`src/rtl/operand_loader.sv`:
```
// operand_loader: collects operand pairs from a valid/ready stream and writes
// them into the shared operand memory (A at even, B at odd addresses). When the
// memory holds a full frame it pulses mul_start, then blocks input until the
// multiplier controller reports mul_done.
module operand_loader #(
   parameter int unsigned DATA_W = 16,
   parameter int unsigned ADDR_W = 4
) (
   input  logic              clk,
   input  logic              rst,
   input  logic              in_valid,
   output logic              in_ready,
   input  logic [DATA_W-1:0] in_a,
   input  logic [DATA_W-1:0] in_b,
   output logic              mem_we,
   output logic [ADDR_W-1:0] mem_addr,
   output logic [DATA_W-1:0] mem_wdata,
   output logic              mul_start,
   input  logic              mul_done,
   output logic              busy
);

   localparam int unsigned     K_W    = ADDR_W - 1;
   localparam logic [K_W-1:0] K_LAST = '1;
   localparam logic [K_W-1:0] K_ONE  = K_W'(1);

   typedef enum logic [2:0] {
      COLLECT,
      WR_A,
      WR_B,
      KICK,
      WAIT
   } state_t;

   state_t             state_q;
   logic [K_W-1:0]     k_q;
   logic [DATA_W-1:0]  a_q;
   logic [DATA_W-1:0]  b_q;

   // Output registers hold the decode of the state being entered, so every
   // output is a pure function of the current state.
   logic               ready_q;
   logic               we_q;
   logic [ADDR_W-1:0]  addr_q;
   logic [DATA_W-1:0]  wdata_q;
   logic               start_q;
   logic               busy_q;

   // State machine, pair counter, operand capture and registered output decode.
   always_ff @(posedge clk) begin
      if (!rst) begin
         state_q <= COLLECT;
         k_q     <= '0;
         a_q     <= '0;
         b_q     <= '0;
         ready_q <= 1'b1;
         we_q    <= 1'b0;
         addr_q  <= '0;
         wdata_q <= '0;
         start_q <= 1'b0;
         busy_q  <= 1'b0;
      end else begin
         case (state_q)
            COLLECT: begin
               if (in_valid) begin
                  a_q     <= in_a;
                  b_q     <= in_b;
                  state_q <= WR_A;
                  ready_q <= 1'b0;
                  busy_q  <= 1'b1;
                  we_q    <= 1'b1;
                  addr_q  <= {k_q, 1'b0};
                  wdata_q <= in_a;
               end
            end
            WR_A: begin
               state_q <= WR_B;
               addr_q  <= {k_q, 1'b1};
               wdata_q <= b_q;
            end
            WR_B: begin
               we_q    <= 1'b0;
               addr_q  <= '0;
               wdata_q <= '0;
               if (k_q == K_LAST) begin
                  k_q     <= '0;
                  state_q <= KICK;
                  start_q <= 1'b1;
               end else begin
                  k_q     <= k_q + K_ONE;
                  state_q <= COLLECT;
                  ready_q <= 1'b1;
                  busy_q  <= 1'b0;
               end
            end
            KICK: begin
               start_q <= 1'b0;
               state_q <= WAIT;
            end
            WAIT: begin
               if (mul_done) begin
                  state_q <= COLLECT;
                  ready_q <= 1'b1;
                  busy_q  <= 1'b0;
               end
            end
            default: begin
               state_q <= COLLECT;
               k_q     <= '0;
               ready_q <= 1'b1;
               we_q    <= 1'b0;
               addr_q  <= '0;
               wdata_q <= '0;
               start_q <= 1'b0;
               busy_q  <= 1'b0;
            end
         endcase
      end
   end

   // Every output is forced low during a reset cycle so an interrupted write
   // or start never reaches the memory or the controller.
   assign in_ready  = ready_q & rst;
   assign mem_we    = we_q & rst;
   assign mem_addr  = addr_q & {ADDR_W{rst}};
   assign mem_wdata = wdata_q & {DATA_W{rst}};
   assign mul_start = start_q & rst;
   assign busy      = busy_q & rst;

endmodule

```
`config.mk`:
```
export PLATFORM = sky130hd
export DESIGN_NAME = operand_loader
export DESIGN_NICKNAME = d
export VERILOG_FILES = /design/src/rtl/operand_loader.sv
export SDC_FILE = /design/constraint.sdc
export NUM_CORES = 1
export LEC_CHECK = 0
export CORE_MARGIN = 2
export CORE_UTILIZATION = 51
export DETAILED_ROUTE_END_ITERATION = 10
export PLACE_DENSITY_LB_ADDON = 0.05
export SKIP_CTS_REPAIR_TIMING = 1
export SYNTH_ARGS = -nofsm -noshare
export SYNTH_HDL_FRONTEND = slang
export SYNTH_SLANG_ARGS = --single-unit
```
`constraint.sdc`:
```
create_clock -name clk -period 4 [get_ports clk]
set_input_delay 0.8 -clock clk [delete_from_list [all_inputs] [get_ports clk]]
set_output_delay 0.8 -clock clk [all_outputs]
set_load 0.02 [all_outputs]
```
* After elaboration in Yosys (flattened, before gate mapping)
Cells that the tools add are included.
** Storage, ports and cells
- Output and inout port bits :: 24
- Flip-flop bits (word level) :: 46
- Bits of input ports :: 36
- Logic and storage cells :: 62
** Cells by class
- Reductions and logical operators :: 12
- Equal/unequal tests :: 9
- Add/sub/neg operators :: 1
- Mux-type cells :: 21
- Bitwise operators :: 10
** Operator list (count)
- 16-bit case mux with 3 select lines :: 1
- 16-bit AND :: 1
- 16-bit two-way mux :: 1
- 3-bit case mux with 5 select lines :: 1
- 4-bit case mux with 3 select lines :: 1
- 2-bit AND reduction :: 5
- 3-bit two-way mux :: 3
- 2-bit != test, second input constant :: 4
- 1-bit case mux with 4 select lines :: 2
- 1-bit two-way mux :: 7
- 3-bit by 2-bit == test with 1-bit output, second input constant :: 2
- 3-bit == test, second input constant :: 2
- 3-bit case mux with 2 select lines :: 1
- 3-bit OR reduction :: 2
- 1-bit AND :: 4
- 4-bit AND :: 1
- 4-bit two-way mux :: 1
- 1-bit NOT :: 4
- 1-bit case mux with 2 select lines :: 2
- 4-bit AND reduction :: 1
- 2-bit OR reduction :: 2
- 4-bit OR reduction :: 1
- 3-bit by 1-bit adder with 3-bit output, second input constant :: 1
- 3-bit by 1-bit == test with 1-bit output, second input constant :: 1
- 2 further kinds :: 2

* Depth between registers and ports, before layout
- Depth after elaboration :: 4
- Mapped depth :: 5
- Gate-level depth less buffers :: 5

* Worst setup path after synthesis
OpenSTA, ideal clock, no wires.
- Path kind :: input to output
- Start point :: input rst
- End point :: output in_ready
- Stages on the path :: 3
- Buffers on the path :: 2
- Arrival :: 1.517 ns
- Path slack :: 1.683 ns
- Required time :: 3.200 ns
- Cells stage by stage :: clkbuf_1 clkbuf_1 and2_1
** On the way
- Cells in the longest elaborated chain, start to end :: 1
** Ends and longest elaborated chain
- start, declared :: RTL line 10 : input logic rst,
- 1-bit AND :: RTL line 123 : assign in_ready = ready_q & rst;
- end, declared :: RTL line 12 : output logic in_ready,
No other way between the ends.

* Final worst setup path
- Start point :: input rst
- End point :: output mem_wdata[11]
** On the way
- Cells in the longest elaborated chain, start to end :: 1
** Ends and longest elaborated chain
- 16-bit AND :: RTL line 126 : assign mem_wdata = wdata_q & {DATA_W{rst}};
- end, declared :: RTL line 17 : output logic [DATA_W-1:0] mem_wdata,
No other way between the ends.

==> out/metrics.yaml <==
sta:
  min_period_ps: 3160
  fmax_ghz: 0.316
  tns_ps: 0
  worst_pin_slew_ps: 1060
  setup_violations: 0
  clock_skew_ps: 9.56
  rsz0062_at_grt: "no"
  report.final.hold_viol_count: 0
  slew_viol_final: 0
  slew_headroom_pct: 29.2
  finalCritPeriodShare_pct: 79.0
detailed_routing:
  vias: 1855
  firstDrtPassIters: 4
  ant_nets: 0
  drt_iter0_drc: 115
  drc: 0
  viasPerCell: 5.36
  wl_per_cell_um: 14.1
  totalWireLength_um: 4880
logic_synthesis:
  postSynthCellCount: 244
  synth_top_area_cell: "dfxtp_1"
  synthFlopType: "dfxtp_1"
  yosys_warnings: 0
  synth-edff-count: 0
  synth_top_cell_area_share_pct: 42.3
  synthTopCellsByCount: "dfxtp_1, nand2_1, a21oi_1, and2_1, mux2i_1"
  post-synth-top-count-cell: "dfxtp_1"
  syn_area_per_cell_um2: 8.93
  async_reset_ff_share_pct: 0
  synth_seq_cells: 46
  synth.top_cells.by_area: "dfxtp_1, mux2i_1, nand2_1"
  yosysSeqAreaShare_pct: 42.3
  syn_nets: 282
  syn_area_mm2: 0.00218
  synth_cell_types: 36
clocking:
  cts-root-buf: "clkbuf_8"
  cts_tree: "yes"
  clock_path_buffers: 2
  cts_sinks: 46
  numCtsBuffers: 5
  htreeDepth: 2
  worstSkewPairLatency_ps: 300
  cts.clk_slew.worst_paths_ps: 70
worst_setup_path:
  critical_path.startpoint: "rst"
  worstReg2RegStart: "state_q[0]"
  cp_cell_sequence: "clkdlybuf4s50_1 > buf_4 > and2_1 > clkdlybuf4s50_1"
  critPathCaptureType: "primary output"
  path_depth: 4
  cp_slowest_cell: "clkdlybuf4s50_1"
  arrival_ps: 2360
  r2r_cells: 3
  slowest_delay_ps: 620
  cpLargestDelayFamily: "buffers and inverters"
  required_ps: 3200
  crit_buf_inv: 3
  cp_common_cell: "clkdlybuf4s50_1"
  critPathMaxFanout: 32
  cp-start-kind: "input pin"
  path_class: "in -> out"
global_route:
  track_usage_pct: 21.1
  grt.overflow.total: 0
  grt_max_degree: 33
  grt_pass1_vias: 1853
  grt_pass1_wl_um: 8310
  antenna_found_initial: 0
finish:
  fin_area_mm2: 0.00285
  area_delta_synth_final_pct: 30.8
  diodes: 0
  nNetsFinal: 333
  drive_above_1_share_pct: 7.09
power:
  leakagePower_nw: 1.11
  peakVddDrop_mv: 0.209
  p_clk_share_pct: 30.0
  swShare_pct: 26.3
  switchingPower_mw: 0.258
  p_per_area_mw_per_mm2: 344
  comb_power_share_pct: 18.7
  p_int_mw: 0.724
  p_seq_share_pct: 51.3
die:
  start_util_pct: 53.7
  dieArea_mm2: 0.00481
  io_pins: 60
  fp-row-count: 23
  die_h_um: 69.4
  die_w_um: 69.4
  core_mm2: 0.00406
hold_path:
  hp-start: "b_q[2]"
  min_path_cells: 2
  min_path_type: "reg -> reg"
placement:
  placed_cell_area_mm2: 0.00276
  io_buffers: 59
  hpwlAfterDp_um: 3280
  gp_congestion: 0.780
job:
  maxCapViolCount: 0
outcome:
  run_status: "finished clean"
worst paths after layout:
check | to | slack (ps)
setup / recovery | mem_wdata[11] | 840
hold / removal | b_q[2] | 460
setup reg to reg | wdata_q[2] | 1490
hold reg to reg | b_q[2] | 460
cell usage in the layout (no fill, tap or decap), drive strengths merged, types with 7 or more instances in the layout:
master,instances
a21oi,22
nor2,8
and2,21
nand2,41
clkbuf,7
nor3,17
clkdlybuf4s50,59
dfxtp,46
mux2i,21
mux2,16
worst min-delay path, cell delays in order (launching register included):
cell	delay [ps]
dfxtp_1	310
nand2_1	50
a21oi_1	50
cells by family (layout without fill, tap and decap cells):
group,after synthesis,after routing,synth area share (%)
AOI/OAI and AO/OA,34,34,9.36
adders and majority gates,2,2,1.15
buffers and inverters,22,74,5.05
DFF,46,46,42.3
muxes,37,37,17.9
and+or+nand+nor,103,103,24.2
layer usage:
| metal | up-vias | routed length, um | GRT usage, % |
|---|---|---|---|
| met5 | - | 0 | 0 |
| met4 | 0 | 64 | 7.19 |
| met3 | 7 | 242 | 5.09 |
| met2 | 51 | 2300 | 34.9 |
| met1 | 858 | 2270 | 26.9 |
| li1 | 939 | - | - |
registers in the layout, indices dropped and copies added, names as in the netlist:
signal	flops
we_q	1
state_q	3
k_q	3
busy_q	1
b_q	16
addr_q	4
ready_q	1
start_q	1
wdata_q	16
power by group through the flow:
stage	logic, mW	clock network, mW	registers (mW)
after floorplan	0.117	0	0.507
after global placement	0.181	0	0.514
after detailed placement	0.184	0	0.515
after CTS	0.185	0.298	0.504
after global routing	0.201	0.313	0.508
final	0.184	0.294	0.504
through the flow:
stage          std cells  hold WS, ps  power [mW]  util (%)  worst slack (ps)
5_1_grt              346          480        1.02      70.2               750
3_3_place_gp         338          442       0.695      68.0               850
2_1_floorplan        244          436       0.624         -              1680
6_report             346          457       0.982      70.2               838
4_1_cts              346          458       0.987      70.2               823
3_5_place_dp         338          447       0.699      68.0               832
final cells by class:
class | instances | area [um2]
clock inverters | 1 | 5.00
repair buffers | 62 | 613
fillers | 346 | 1210
well taps | 50 | 62.6
inverters | 4 | 15.0
clock buffers | 7 | 86.3
flip-flops and latches | 46 | 921
multi-input cells | 176 | 1150
(Power assumes the default switching activity.)
